**config.mk**
```make
export PLATFORM = sky130hd
export DESIGN_NAME = multadd_arb
export DESIGN_NICKNAME = d
export VERILOG_FILES = /design/src/rtl/multadd_pkg.sv /design/src/rtl/lab4dpath.sv /design/src/rtl/multadd_fifo.sv /design/src/rtl/multadd_arb.sv
export SDC_FILE = /design/constraint.sdc
export NUM_CORES = 1
export LEC_CHECK = 0
export BUFFER_PORTS_ARGS = -buffer_cell sky130_fd_sc_hd__buf_4
export CAP_MARGIN = 20
export CORE_MARGIN = 2
export CORE_UTILIZATION = 50
export CTS_BUF_LIST = sky130_fd_sc_hd__clkbuf_4
export CTS_CLUSTER_DIAMETER = 200
export DETAILED_ROUTE_END_ITERATION = 7
export PLACE_DENSITY = 0.77
export SYNTH_ARGS = -nofsm -noshare
export SYNTH_HDL_FRONTEND = slang
export SYNTH_HIERARCHICAL = 1
export SYNTH_SLANG_ARGS = --single-unit
```
**constraint.sdc**
```tcl
create_clock -name clk -period 4.15 [get_ports clk]
set_clock_uncertainty 0.2 [all_clocks]
set_input_delay 0.83 -clock clk [delete_from_list [all_inputs] [get_ports clk]]
set_output_delay 0.83 -clock clk [all_outputs]
set_load 0.005 [all_outputs]
```
**src/rtl/multadd_pkg.sv**
```systemverilog
// multadd_pkg: shared widths, default FIFO depth and result-entry layout
package multadd_pkg;
  localparam int W = 10;
  localparam int DEPTH_DEFAULT = 4;
  typedef struct packed {
    logic [W-1:0] y;
    logic         id;
  } res_t;
endpackage

```
**src/rtl/lab4dpath.sv**
```systemverilog
// lab4dpath: combinational multiply-add datapath, y = x1*x2 + x3 modulo 2^W
module lab4dpath #(
  parameter int W = 10
) (
  input  logic [W-1:0] x1,
  input  logic [W-1:0] x2,
  input  logic [W-1:0] x3,
  output logic [W-1:0] y
);
  assign y = x1 * x2 + x3;
endmodule

```
**src/rtl/multadd_fifo.sv**
```systemverilog
// multadd_fifo: result queue with push/pop/count; the top never pops when empty or pushes when full
module multadd_fifo
  import multadd_pkg::*;
#(
  parameter int DEPTH = DEPTH_DEFAULT,
  parameter int DW = W + 1,
  localparam int AW = $clog2(DEPTH)
) (
  input  logic          clk,
  input  logic          reset,
  input  logic          push,
  input  logic          pop,
  input  logic [DW-1:0] wdata,
  output logic [DW-1:0] rdata,
  output logic [AW:0]   count,
  output logic          empty
);
  logic [DW-1:0] r_mem [DEPTH];
  logic [AW-1:0] r_wr_ptr, r_rd_ptr;
  logic [AW:0]   r_count;
  assign rdata = r_mem[r_rd_ptr];
  assign count = r_count;
  assign empty = r_count == '0;
  // storage needs no reset: entries are only visible once counted
  always_ff @(posedge clk) begin
    if (push) r_mem[r_wr_ptr] <= wdata;
  end
  // pointers wrap naturally since DEPTH is a power of two
  always_ff @(posedge clk or posedge reset) begin
    if (reset) begin
      r_wr_ptr <= '0;
      r_rd_ptr <= '0;
      r_count  <= '0;
    end else begin
      if (push) r_wr_ptr <= r_wr_ptr + 1'b1;
      if (pop) r_rd_ptr <= r_rd_ptr + 1'b1;
      r_count <= (push && !pop) ? r_count + 1'b1 : (!push && pop) ? r_count - 1'b1 : r_count;
    end
  end
endmodule

```
**src/rtl/multadd_arb.sv**
```systemverilog
// multadd_arb: two-requester round-robin front end feeding one multiply-add stage and a result FIFO
module multadd_arb #(
  parameter int DEPTH = multadd_pkg::DEPTH_DEFAULT,
  parameter int W = multadd_pkg::W,
  localparam int AW = $clog2(DEPTH)
) (
  input  logic         clk,
  input  logic         reset,
  input  logic         req0_valid,
  output logic         req0_ready,
  input  logic [W-1:0] req0_x1,
  input  logic [W-1:0] req0_x2,
  input  logic [W-1:0] req0_x3,
  input  logic         req1_valid,
  output logic         req1_ready,
  input  logic [W-1:0] req1_x1,
  input  logic [W-1:0] req1_x2,
  input  logic [W-1:0] req1_x3,
  output logic         res_valid,
  input  logic         res_ready,
  output logic [W-1:0] res_y,
  output logic         res_id,
  output logic [15:0]  served_cnt
);
  logic         r_s1_valid, r_s1_id, r_last_id;
  logic [W-1:0] r_x1, r_x2, r_x3;
  logic [15:0]  r_served;
  logic         w_any, w_grant, w_can, w_xfer, w_pop, w_empty;
  logic [W-1:0] w_y;
  logic [W:0]   w_head;
  logic [AW:0]  w_count;
  assign w_any   = req0_valid | req1_valid;
  assign w_grant = (req0_valid & req1_valid) ? ~r_last_id : req1_valid;
  // credit counts the stage-1 entry so it always has a FIFO slot; a same-cycle pop is not credited
  assign w_can      = (32'(w_count) + 32'(r_s1_valid)) < DEPTH;
  assign req0_ready = ~reset & w_can & w_any & ~w_grant;
  assign req1_ready = ~reset & w_can & w_any & w_grant;
  assign w_xfer     = (req0_valid & req0_ready) | (req1_valid & req1_ready);
  assign res_valid  = ~w_empty;
  assign w_pop      = res_valid & res_ready;
  assign {res_y, res_id} = res_valid ? w_head : '0;
  assign served_cnt = r_served;
  // stage-1 capture of the granted triple; last_id resets to 1 so req0 wins the first tie
  always_ff @(posedge clk or posedge reset) begin
    if (reset) begin
      r_s1_valid <= 1'b0;
      r_s1_id    <= 1'b0;
      r_last_id  <= 1'b1;
      r_x1       <= '0;
      r_x2       <= '0;
      r_x3       <= '0;
    end else begin
      r_s1_valid <= w_xfer;
      if (w_xfer) begin
        r_x1      <= w_grant ? req1_x1 : req0_x1;
        r_x2      <= w_grant ? req1_x2 : req0_x2;
        r_x3      <= w_grant ? req1_x3 : req0_x3;
        r_s1_id   <= w_grant;
        r_last_id <= w_grant;
      end
    end
  end
  // popped-result counter, wraps at 16 bits
  always_ff @(posedge clk or posedge reset) begin
    if (reset) r_served <= '0;
    else if (w_pop) r_served <= r_served + 16'd1;
  end
  lab4dpath #(.W(W)) u_dp (
    .x1(r_x1),
    .x2(r_x2),
    .x3(r_x3),
    .y (w_y)
  );
  multadd_fifo #(.DEPTH(DEPTH), .DW(W + 1)) u_fifo (
    .clk  (clk),
    .reset(reset),
    .push (r_s1_valid),
    .pop  (w_pop),
    .wdata({w_y, r_s1_id}),
    .rdata(w_head),
    .count(w_count),
    .empty(w_empty)
  );
endmodule

```
==> summary by stage, run 1 <==
Die
The floorplan has 39 rows. The initial utilization of the core area, before any placement, comes to 0.518. The core region is 11600 um2. The vertical die dimension is 113 um. The die extent in x is 113 um.

The count of pins on the block boundary is 95. The die covers 12900 um2.

Timing
The tightest slew margin relative to the limit is 0.517. Setup repair after global routing could not meet its margin everywhere. The final count of negative-setup-slack endpoints is 16.

Derived from the worst setup path, the maximum achievable clock frequency is 224 MHz. The final critical-path setup slack is -0.314 ns. The time the worst path needs with I/O delays and setup is 4.46 ns. The measured slew at the worst slew-check pin is 0.724 ns. The total count of hold-check failures in the final report was 0. Dividing the final minimum period by the clock period gives 1.08. The final-report max-slew violation count came to 0.

Global route
The via count of the first global-routing pass is 4087. The number of antenna violations at the first check in global routing was 0. The pin count of the biggest net entering global routing is 60.

The overall global routing resource usage is 0.198. The total global routing overflow is 0. The global-route wire length before repair is 19900 um.

Status
The final reports fail on negative setup slack. The run finished, with violations left.

Yosys
The post-synthesis average cell area is 11.8 um2. The count of unique library cells instantiated by Yosys is 41. In this run the cell area of the synthesized design comes to 5990 um2. Yosys mapped a number of flops with a built-in enable equal to 44. The sequential fraction of the synthesis area is 0.454. The number of warnings printed during yosys synthesis is 6. The flip-flop and latch count after synthesis is 100. For this run, the leading register cell type out of synthesis is sky130_fd_sc_hd__dfrtp_1. Counting every net in the synthesized netlist gives 636.

The synthesized instance count is 506. The fraction of registers with async set/reset is 0.560.

Routing
The final route contains 3927 vias. For this block, wires on met1 add up to 4950 um. In this run the remaining antenna-violating nets after routing total 0.

In the routed design, unresolved DRC markers number 0. For this block, the initial DRC count from the detailed router was 142. Using the TritonRoute via totals, the vias-per-cell ratio works out to 5.07.

The wire length on met2 is 6480 um. The final routed wirelength across all metal layers is 12100 um. The average wire per cell in the routed design is 15.6 um. The first TritonRoute pass finished after 4 iterations. After detailed routing, no signal wire sits above met4. The total length of routed met3 wires is 426 um.

Final layout
The fraction of the core area covered by cells at the end of the flow is 0.640. 0 antenna diodes ended up in the layout. The area growth from synthesis to layout is 23.5%. For this run, the post-layout net count is 756.

Of the cells placed in the final design, the portion with a size suffix greater than 1 is 0.326. The final non-filler cell area is 7400 um2.

Worst hold path
The class of the worst hold path is input pin to asynchronous set/reset pin.

Placed design
In this run the tool buffered the top-level ports with 94 buffer cells. After detailed placement, the total cell area comes to 7050 um2. Routability-driven placement finished with a final weighted congestion of 0.915. The placed wire-length estimate after detailed placement is 9330 um.

Setup path
The kind of end point of the critical path is a register. The type of origin of the critical path is a register. The number of cells on the worst reg-to-reg path is 13.

The critical path class is register to register. For the worst setup path, the data arrival time is 4.47 ns. The data required time at the worst endpoint is 4.16 ns. In this run the worst path has a maximum fanout of 8.

Clock network
CTS built an H-tree with a depth of 3. The number of sinks driven by the clock tree is 100. The clock latency on the worst-skew pair is 0.46 ns. Hold repair after CTS inserted 0 buffers. TritonCTS created 9 clock buffers. The clock-pin slew on the worst setup and hold paths is 0.17 ns.

The clock root buffer is sky130_fd_sc_hd__clkbuf_4. The clock tree from TritonCTS is yes. In this run the deepest clock path goes through 2 buffers.

Flow run
The number of max-cap violations is 0.
## synth_stat cells (4+ instances only)
master,number,share of area
sky130_fd_sc_hd__edfxtp_1,44,0.22
sky130_fd_sc_hd__nor2_1,7,0.0044
sky130_fd_sc_hd__clkbuf_1,9,0.0056
sky130_fd_sc_hd__o21ai_0,33,0.028
sky130_fd_sc_hd__mux4_2,8,0.030
sky130_fd_sc_hd__buf_2,4,0.0033
sky130_fd_sc_hd__nor2b_1,12,0.013
sky130_fd_sc_hd__nand2_1,76,0.048
sky130_fd_sc_hd__ha_1,34,0.071
sky130_fd_sc_hd__xnor2_1,31,0.045
sky130_fd_sc_hd__dfrtp_1,55,0.23
sky130_fd_sc_hd__xor2_1,15,0.022
sky130_fd_sc_hd__and2_1,22,0.023
sky130_fd_sc_hd__inv_1,55,0.034
sky130_fd_sc_hd__a21o_1,4,0.0050
sky130_fd_sc_hd__mux2i_1,30,0.050
sky130_fd_sc_hd__fa_1,31,0.10
## registers in the layout (all words and copies together), names as in the netlist
name and cells:
r_last_id 1, r_s1_id 1, r_s1_valid 1, r_x1 10
r_x2 10, r_x3 10, served_cnt 16, u_fifo/count 3
u_fifo/r_mem 44, u_fifo/r_rd_ptr 2, u_fifo/r_wr_ptr 2
## final timing paths
| check | start | endpoint | slack [ns] |
|---|---|---|---|
| setup reg to reg | r_x2[3] | u_fifo/r_mem[3][10] | -0.31 |
| hold / removal | reset | u_fifo/r_wr_ptr[0] | 0.11 |
| min in group clk | served_cnt[15] | served_cnt[15] | 0.30 |
| setup / recovery | r_x2[3] | u_fifo/r_mem[3][10] | -0.31 |
| hold reg to reg | served_cnt[15] | served_cnt[15] | 0.30 |
| max in group asynchronous | reset | r_last_id | 3.07 |
## cell usage in the layout (no fill, tap or decap), types with 5 or more instances in the layout
| cell type | netlist | routed |
|---|---|---|
| sky130_fd_sc_hd__dfrtp_1 | 55 | 47 |
| sky130_fd_sc_hd__inv_1 | 55 | 51 |
| sky130_fd_sc_hd__xnor2_2 | 0 | 5 |
| sky130_fd_sc_hd__nor2_1 | 7 | 6 |
| sky130_fd_sc_hd__o21ai_0 | 33 | 32 |
| sky130_fd_sc_hd__fa_1 | 31 | 28 |
| sky130_fd_sc_hd__and2_1 | 22 | 21 |
| sky130_fd_sc_hd__buf_4 | 0 | 121 |
| sky130_fd_sc_hd__nand2_1 | 76 | 69 |
| sky130_fd_sc_hd__nor2b_1 | 12 | 11 |
| sky130_fd_sc_hd__ha_1 | 34 | 26 |
| sky130_fd_sc_hd__mux4_2 | 8 | 8 |
| sky130_fd_sc_hd__edfxtp_1 | 44 | 44 |
| sky130_fd_sc_hd__dfrtp_2 | 0 | 8 |
| sky130_fd_sc_hd__nand2_2 | 0 | 6 |
| sky130_fd_sc_hd__xor2_1 | 15 | 14 |
| sky130_fd_sc_hd__clkbuf_4 | 0 | 9 |
| sky130_fd_sc_hd__mux2i_1 | 30 | 30 |
| sky130_fd_sc_hd__xnor2_1 | 31 | 26 |
## final cells by class
class | count | area (um2)
inverter | 55 | 206
clock inverter | 7 | 65.1
sequential | 100 | 2730
multi-input combinational | 335 | 3190
tap | 143 | 179
clock buffer | 9 | 67.6
fill | 882 | 4160
timing repair buffer | 125 | 962
## worst max-delay path: stages, from the launching register on
cell and delay [ns]:
sky130_fd_sc_hd__dfrtp_2 0.50, sky130_fd_sc_hd__nand2_2 0.08, sky130_fd_sc_hd__fa_1 0.53, sky130_fd_sc_hd__inv_1 0.05
sky130_fd_sc_hd__fa_1 0.44, sky130_fd_sc_hd__ha_1 0.32, sky130_fd_sc_hd__fa_1 0.56, sky130_fd_sc_hd__inv_2 0.04
sky130_fd_sc_hd__fa_1 0.49, sky130_fd_sc_hd__inv_1 0.04, sky130_fd_sc_hd__ha_2 0.17, sky130_fd_sc_hd__or4_4 0.51
sky130_fd_sc_hd__a31oi_4 0.17, sky130_fd_sc_hd__xnor2_2 0.10
## per-layer routing
metal | vias up | GRT usage
li1 | 1916 | -
met5 | - | 0
met2 | 81 | 0.361
met4 | 0 | 0.0618
met1 | 1913 | 0.238
met3 | 17 | 0.0356
## what timing repair did
action,CTS,global route
gates resized for setup,27,18
setup endpoints to repair,16,16
setup buffers,5,2
pin swaps,9,16
## cell families after synthesis
family                     Yosys count  share of synthesized area
AOI/OAI and AO/OA                   43                     0.0403
DFF                                100                      0.454
muxes                               43                     0.0971
xor gates and xnor gates            46                     0.0672
adders and majority gates           65                      0.174
buffers and inverters               71                     0.0470
and+or+nand+nor                    138                      0.120
## metrics by stage
stage | setup WS (ns) | hold slack (ns) | TNS (ns) | std cells
detailed placement | -0.440 | 0.273 | -3.73 | 753
finish | -0.314 | 0.111 | -2.07 | 774
floorplan | -0.195 | 0.249 | -0.781 | 506
CTS | -0.376 | 0.0958 | -2.34 | 773
global route | -0.418 | 0.0900 | -3.49 | 774
global placement | -0.299 | 0.265 | -2.12 | 753
Power of run 1 is left out: the tool's default activity adds up to more than one toggle a clock period on the data nets, which glitch-free logic cannot reach.
==> run 2, diff against run 1 <==
SYNTH_HIERARCHICAL = not set   (was 1)
clock period = 3.75 ns   (was 4.15 ns; I/O delays follow)
==> run 2 against run 1 <==
  * The flow still finishes with violations (negative setup slack)
  * First-iteration DRC count grew 44%
  * Fmax shrank 1.4%
  * Synthesized cell count grew 4.5%
  * Final cell count grew 5.7%
  * Critical path depth grew 1
  * Largest cell class unchanged
==> summary by stage, run 2 <==
Final layout
The fraction of layout cells with a size suffix above 1 was 0.345 (+0.0187). The number of flip-flops under the largest register name is 44 (unchanged). u_fifo.r_mem holds more flip-flops than any other register. The number of nets in the finished design was 800 (+5.8%). The final non-filler cell area was 7550 um2 (+2.0%).

The relative area change from synthesis to final layout is 28.8%. The library cell used most frequently in the layout, excluding fill and tap cells, is sky130_fd_sc_hd__buf_4. The number of antenna cells inserted was 0 (unchanged).

The filler cell count is 838 (-5.0%). In the layout the commonest cells are sky130_fd_sc_hd__buf_4, sky130_fd_sc_hd__nor2_1, sky130_fd_sc_hd__inv_1, sky130_fd_sc_hd__dfrtp_1, sky130_fd_sc_hd__edfxtp_1.

Yosys
By instance count, the leading cell after synthesis is sky130_fd_sc_hd__inv_1. The total standard cell area after synthesis came to 5870 um2 (-2.1%). The flip-flop and latch count after synthesis is 100 (unchanged). The sequential fraction of the synthesis area is 0.464 (+0.00998). The number of flops mapped to enable cells by yosys is 44 (unchanged). Sorting the synthesized cells by how often they occur yields sky130_fd_sc_hd__inv_1, sky130_fd_sc_hd__nor2_1, sky130_fd_sc_hd__dfrtp_1. The count of unique library cells instantiated by Yosys is 35 (-15%). Of all cell types, the one taking the most synthesized area is sky130_fd_sc_hd__dfrtp_1. The post-synthesis average cell area came to 11.1 um2 (-6.4%). Ranked by total cell area, the synthesized netlist is headed by sky130_fd_sc_hd__dfrtp_1, sky130_fd_sc_hd__edfxtp_1, sky130_fd_sc_hd__fa_1. The top flip-flop cell by instance count after synthesis is sky130_fd_sc_hd__dfrtp_1.

The synthesized instance count is 529 (+4.5%). The number of warnings printed during yosys synthesis is 0 (-6). The fraction of registers with async set/reset was 0.560 (unchanged). The synthesized netlist net count is 659 (+3.6%).

The area share of the largest cell type after synthesis is 0.235 (+0.00504).

Routing
The total DRC errors in the routed layout is 0 (unchanged). The final routed wirelength across all metal layers is 12700 um (+5.2%). The number of DRC markers after the initial detailed-route iteration is 204 (+44%). The average wire per cell in the routed design was 15.6 um (-0.46%). The count of TritonRoute iterations in the first routing pass is 4 (unchanged). The residual antenna-violating net count after detailed routing is 0 (unchanged). The total via count after detailed routing came to 4230 (+7.7%).

The post-detailed-route via-to-cell ratio is 5.17 (+1.9%).

Clock network
The clock latency on the worst-skew pair was 0.46 ns (about the same). The number of hold buffers added after cts is 0 (unchanged). The H-tree depth was 3 (unchanged). Clock tree synthesis selected as its root buffer the cell sky130_fd_sc_hd__clkbuf_4. The TritonCTS buffer count was 9 (unchanged). The clock-pin slew on the worst setup and hold paths is 0.17 ns (about the same).

The number of buffers on the longest clock path is 2 (unchanged). The clock tree from TritonCTS is yes. The number of sinks driven by the clock tree is 100 (unchanged).

Timing
The tightest slew margin relative to the limit is 0.487 (-0.0307). The total count of hold-check failures in the final report is 0 (unchanged). The final-report max-slew violation count was 0 (unchanged).

The top achievable clock speed is 221 MHz (-1.4%). The post-route worst hold slack came to 0.203 ns (+0.0919 ns). The part of the cycle the worst path needs is 1.21 (+0.132). The final count of negative-setup-slack endpoints is 24 (+8).

The time the worst path needs with I/O delays and setup came to 4.53 ns (+0.0646 ns). The final critical-path setup slack is -0.779 ns (-0.465 ns). The measured slew at the worst slew-check pin was 0.769 ns (+0.0449 ns).

Setup repair after global routing could not meet its margin everywhere.

Die
The starting utilization of the core area came to 0.514 (-0.00464). The count of pins on the block boundary is 95 (unchanged). The die extent in x is 112 um (-1.0%). The die area is 12600 um2 (-2.1%). The area of the core is 11400 um2 (-1.3%).

The vertical die dimension is 112 um (-1.0%). The number of rows created at floorplan was 39 (unchanged).

Setup path
The signal arrival time at the worst endpoint is 4.54 ns (+0.07 ns). The total buffers and inverters traversed by the critical path came to 4 (+1). STA classifies the critical path endpoint as a register.

The biggest cell delay along the critical path is 0.55 ns (about the same). The minimum setup slack among reg-to-reg paths is -0.78 ns (-0.46 ns). The type of origin of the critical path is a register. Traced cell by cell, the critical path runs through buf_4 > nand2_2 > fa_1 > inv_2 > fa_2 > fa_1 > fa_1 > inv_2 > fa_1 > inv_1 > ha_1 > or4_4 > o22ai_4 > xnor2_2. The family of cells with the greatest summed delay on the critical path is adder cells.

The data required time at the worst endpoint was 3.76 ns (-0.40 ns). The number of cells on the worst reg-to-reg path is 14 (+1). The endpoint of the worst-slack reg-to-reg timing path is u_fifo.r_mem[0][10].

In this run the critical register-to-register path is launched from r_x2[3]. The largest individual stage delay along the critical path comes from the cell sky130_fd_sc_hd__fa_1. The maximum fanout count along the critical path was 6 (-2).

By startpoint and endpoint, the worst setup path is classified as register to register. The most repeated library cell on the critical path is sky130_fd_sc_hd__fa_1.

Global route
The met1 track utilization from global routing came to 0.273 (+0.0347). The total global routing overflow is 0 (unchanged). The pin count of the biggest net entering global routing came to 39 (-35%). After global routing, the most crowded layer is met2. The global routing usage on met2 is 0.370 (+0.00860). The overall global routing resource usage is 0.213 (+0.0155). The number of antenna violations at the first check in global routing was 0 (unchanged).

The via count of the first global-routing pass was 4412 (+8.0%). The met3 track demand over resource came to 0.0373 (+0.00166). The global-route wire length before repair is 21100 um (+6.4%).

Flow run
The number of max-cap violations is 0 (unchanged).

Placed design
The pre-CTS setup slack is -0.885 ns (-0.444 ns). The count of input and output buffers is 94 (unchanged). The post-place instance area is 7010 um2 (-0.50%). The placed wire-length estimate after detailed placement came to 9600 um (+2.9%).

The placer congestion estimate is 0.901 (-1.6%).

Worst hold path
The class of the worst hold path is input pin to asynchronous set/reset pin.

Status
The checks that failed: negative setup slack. The flow ran to the end, but the final reports show violations.
==> run 2: how the worst max path moves through the flow <==
stage	start	cells after the start	endpoint	slack, ns
after floorplan	r_x2[1]	16	u_fifo.r_mem[0][10]	-0.74
after global placement	r_x2[3]	13	u_fifo.r_mem[0][10]	-0.80
after detailed placement	r_x2[3]	13	u_fifo.r_mem[3][10]	-0.88
after CTS	r_x2[2]	15	u_fifo.r_mem[3][10]	-0.77
after global routing	r_x2[3]	16	u_fifo.r_mem[3][10]	-0.93
final	r_x2[3]	14	u_fifo.r_mem[0][10]	-0.78
==> run 2: stage by stage <==
stage	setup TNS, ns	std cells	util
3_5_place_dp	-13.77	790	0.614
6_report	-11.28	818	0.661
5_1_grt	-14.13	818	0.661
2_1_floorplan	-7.40	529	-
4_1_cts	-10.59	814	0.655
3_3_place_gp	-11.67	790	0.614
==> run 2: cells by family (layout without fill, tap and decap cells) <==
kind of cell | count (synthesis) | count (layout) | share of synthesized area
DFF | 100 | 100 | 0.464
muxes | 12 | 12 | 0.0442
xor gates and xnor gates | 46 | 46 | 0.0687
adders and majority gates | 65 | 65 | 0.178
and+or+nand+nor | 169 | 169 | 0.132
buffers and inverters | 91 | 237 | 0.0616
AOI/OAI and AO/OA | 46 | 46 | 0.0503
==> run 2: area by class of cell <==
type / instances / area, um2 / area share
repair buffers: 150 / 1160 / 0.154
clock buffers: 9 / 67.6 / 0.00895
inverters: 71 / 267 / 0.0353
multi-input cells: 338 / 3040 / 0.403
well taps: 143 / 179 / 0.0237
flip-flops and latches: 100 / 2730 / 0.361
clock inverters: 7 / 101 / 0.0134
==> run 2: what timing repair did <==
item	CTS	global route
setup endpoints to repair	24	24
buffers inserted	8	4
resized for setup	51	11
pin swaps	17	12
==> run 2: metal layers <==
| layer | routed length [um] | up-vias |
|---|---|---|
| met1 | 5290 | 2084 |
| met4 | 348 | 0 |
| li1 | - | 2004 |
| met2 | 6590 | 114 |
| met3 | 503 | 28 |
| met5 | 0 | - |
Power of run 2 is left out for the same reason.
==> run 3, diff against run 2 <==
GPL_TIMING_DRIVEN = 0   (was not set)
clock period = 3.9 ns   (was 3.75 ns; I/O delays follow)
==> run 3 against run 2 <==
  * The flow still finishes with violations (negative setup slack)
  * Cell area fell by 3.9%
  * Count of clock-buffer cells in the layout rose by 1
  * Non-clock buffer count fell by 27
  * Critical endpoint unchanged
  * Worst hold slack got worse by 0.10 ns
  * Register-to-register slack improved by 0.07 ns
  * Worst setup slack improved by 0.071 ns
  * Routed wire length rose by 1.5%
  * Flip-flop and latch count did not move
  * Fmax fell by 1.7%
  * Global-route usage fell by 0.38 points
==> summary by stage, run 3 (synthesis results as in run 2) <==
Status
The flow ran to the end, but the final reports show violations. The final reports fail on negative setup slack.

Timing
The time the worst path needs with I/O delays and setup is 4.61 ns (+0.0787 ns). Setup repair after global routing could not meet its margin everywhere. The final critical-path setup slack came to -0.707 ns (+0.0713 ns). The tightest slew margin relative to the limit is 0.552 (+0.0659). The final count of negative-setup-slack endpoints came to 20 (-17%). The measured slew at the worst slew-check pin was 0.667 ns (-0.102 ns). The part of the cycle the worst path needs is 1.18 (-0.0263). The top achievable clock speed was 217 MHz (-1.7%).

The total count of hold-check failures in the final report is 0 (unchanged). The final-report max-slew violation count was 0 (unchanged). The post-route worst hold slack is 0.102 ns (-0.101 ns).

Clock network
The number of buffers on the longest clock path was 2 (unchanged). Clock tree synthesis selected as its root buffer the cell sky130_fd_sc_hd__clkbuf_4. The number of hold buffers added after cts came to 0 (unchanged). The clock latency on the worst-skew pair is 0.45 ns (about the same).

The number of sinks driven by the clock tree is 100 (unchanged). The H-tree depth is 3 (unchanged). TritonCTS built the clock tree.

The clock-pin slew on the worst setup and hold paths is 0.15 ns (-0.02 ns). The TritonCTS buffer count is 9 (unchanged).

Global route
The number of antenna violations at the first check in global routing is 0 (unchanged). The total global routing overflow is 0 (unchanged). The via count of the first global-routing pass is 4337 (-1.7%). The overall global routing resource usage is 0.209 (-0.00379). The global-route wire length before repair is 20800 um (-1.7%). The pin count of the biggest net entering global routing came to 40 (+2.6%).

Final layout
The top cell types in the final layout, fill and taps aside, are sky130_fd_sc_hd__buf_4, sky130_fd_sc_hd__nor2_1, sky130_fd_sc_hd__inv_1, sky130_fd_sc_hd__dfrtp_1. The number of nets in the finished design is 773 (-3.4%). The number of antenna cells inserted is 0 (unchanged). The fraction of layout cells with a size suffix above 1 came to 0.293 (-0.0520). The number of flip-flops under the largest register name came to 44 (unchanged). The library cell used most frequently in the layout, excluding fill and tap cells, is sky130_fd_sc_hd__buf_4. Ranked by flip-flop count, first place goes to u_fifo.r_mem. Compared with the post-synthesis result, the final layout area differs by 23.7%.

Placed design
The count of input and output buffers is 94 (unchanged). The placed wire-length estimate after detailed placement is 9740 um (+1.5%). The placer congestion estimate came to 0.855 (-5.0%).

Routing
The residual antenna-violating net count after detailed routing came to 0 (unchanged). The number of DRC markers after the initial detailed-route iteration is 192 (-5.9%). The total DRC errors in the routed layout is 0 (unchanged).

The final routed wirelength across all metal layers was 12900 um (+1.5%). The post-detailed-route via-to-cell ratio was 5.22 (+0.90%). The count of TritonRoute iterations in the first routing pass came to 6 (+2). The total via count after detailed routing is 4127 (-2.4%). The average wire per cell in the routed design is 16.3 um (+4.9%).

Setup path
The setup path with the least slack is of type register to register. The maximum fanout count along the critical path is 5 (-1). The data required time at the worst endpoint is 3.90 ns (+0.14 ns). The type of origin of the critical path is a register.

The signal arrival time at the worst endpoint came to 4.61 ns (+0.07 ns). The kind of end point of the critical path is a register. The number of cells on the worst reg-to-reg path is 16 (+2).

Die
The count of pins on the block boundary is 95 (unchanged). The number of rows created at floorplan came to 39 (unchanged). The die extent in x was 112 um (unchanged). The vertical die dimension is 112 um (unchanged). The starting utilization of the core area is 0.514 (unchanged).

The die area came to 12600 um2 (unchanged). The area of the core is 11400 um2 (unchanged).

Flow run
The number of max-cap violations is 0 (unchanged).

Worst hold path
The tightest min-delay check is of the input pin to asynchronous set/reset pin type.
run 3: final timing paths:
path                                start                   to  slack [ns]
setup / recovery                  r_x2[1]  u_fifo.r_mem[0][10]       -0.71
hold / removal                      reset        served_cnt[0]        0.10
setup reg to reg                  r_x2[1]  u_fifo.r_mem[0][10]       -0.71
hold reg to reg            served_cnt[15]       served_cnt[15]        0.29
max in group asynchronous           reset            r_last_id        2.80
min in group clk           served_cnt[15]       served_cnt[15]        0.29
run 3: what timing repair did:
| action | 4_1_cts | 5_1_grt |
|---|---|---|
| setup buffers | 4 | 4 |
| pin swaps | 10 | 18 |
| endpoints found under the setup margin | 24 | 24 |
| resized for setup | 36 | 19 |
| gates cloned | 0 | 0 |
run 3: worst max-delay path, cell delays in order (launching register included):
cell and delay, ns:
sky130_fd_sc_hd__dfrtp_1 0.37, sky130_fd_sc_hd__buf_6 0.12, sky130_fd_sc_hd__nand2_4 0.05, sky130_fd_sc_hd__fa_1 0.53, sky130_fd_sc_hd__inv_1 0.05, sky130_fd_sc_hd__fa_1 0.48, sky130_fd_sc_hd__inv_1 0.05, sky130_fd_sc_hd__fa_1 0.47
sky130_fd_sc_hd__inv_1 0.05, sky130_fd_sc_hd__fa_1 0.48, sky130_fd_sc_hd__inv_2 0.04, sky130_fd_sc_hd__fa_2 0.54, sky130_fd_sc_hd__inv_2 0.05, sky130_fd_sc_hd__ha_4 0.15, sky130_fd_sc_hd__or4_4 0.43, sky130_fd_sc_hd__o22ai_4 0.18
sky130_fd_sc_hd__xnor2_2 0.12
run 3: area by class of cell:
| cell class | count | area [um2] |
|---|---|---|
| multi-input cells | 338 | 3040 |
| plain buffers | 20 | 140 |
| repair buffers | 103 | 793 |
| well taps | 143 | 179 |
| flip-flops and latches | 100 | 2730 |
| clock inverters | 6 | 37.5 |
| clock buffers | 10 | 75.1 |
| inverters | 71 | 267 |
| fillers | 891 | 4160 |
run 3: stage by stage:
stage / setup WS [ns] / cells / setup TNS [ns] / util / area, um2
after CTS: -0.716 / 787 / -7.82 / 0.627 / 7160
after detailed placement: -0.914 / 767 / -10.30 / 0.597 / 6820
after floorplan: -0.587 / 529 / -4.68 / - / 5910
final: -0.707 / 791 / -8.63 / 0.636 / 7260
after global placement: -0.845 / 766 / -7.84 / 0.595 / 6800
after global routing: -0.805 / 791 / -10.83 / 0.636 / 7260
run 3: layer usage:
layer	GRT usage	vias up	share of wire
li1	-	1954	-
met1	0.256	2013	0.40
met2	0.373	132	0.53
met3	0.0292	28	0.046
met4	0.0878	0	0.027
met5	0	-	0
Power of run 3 is left out for the same reason.
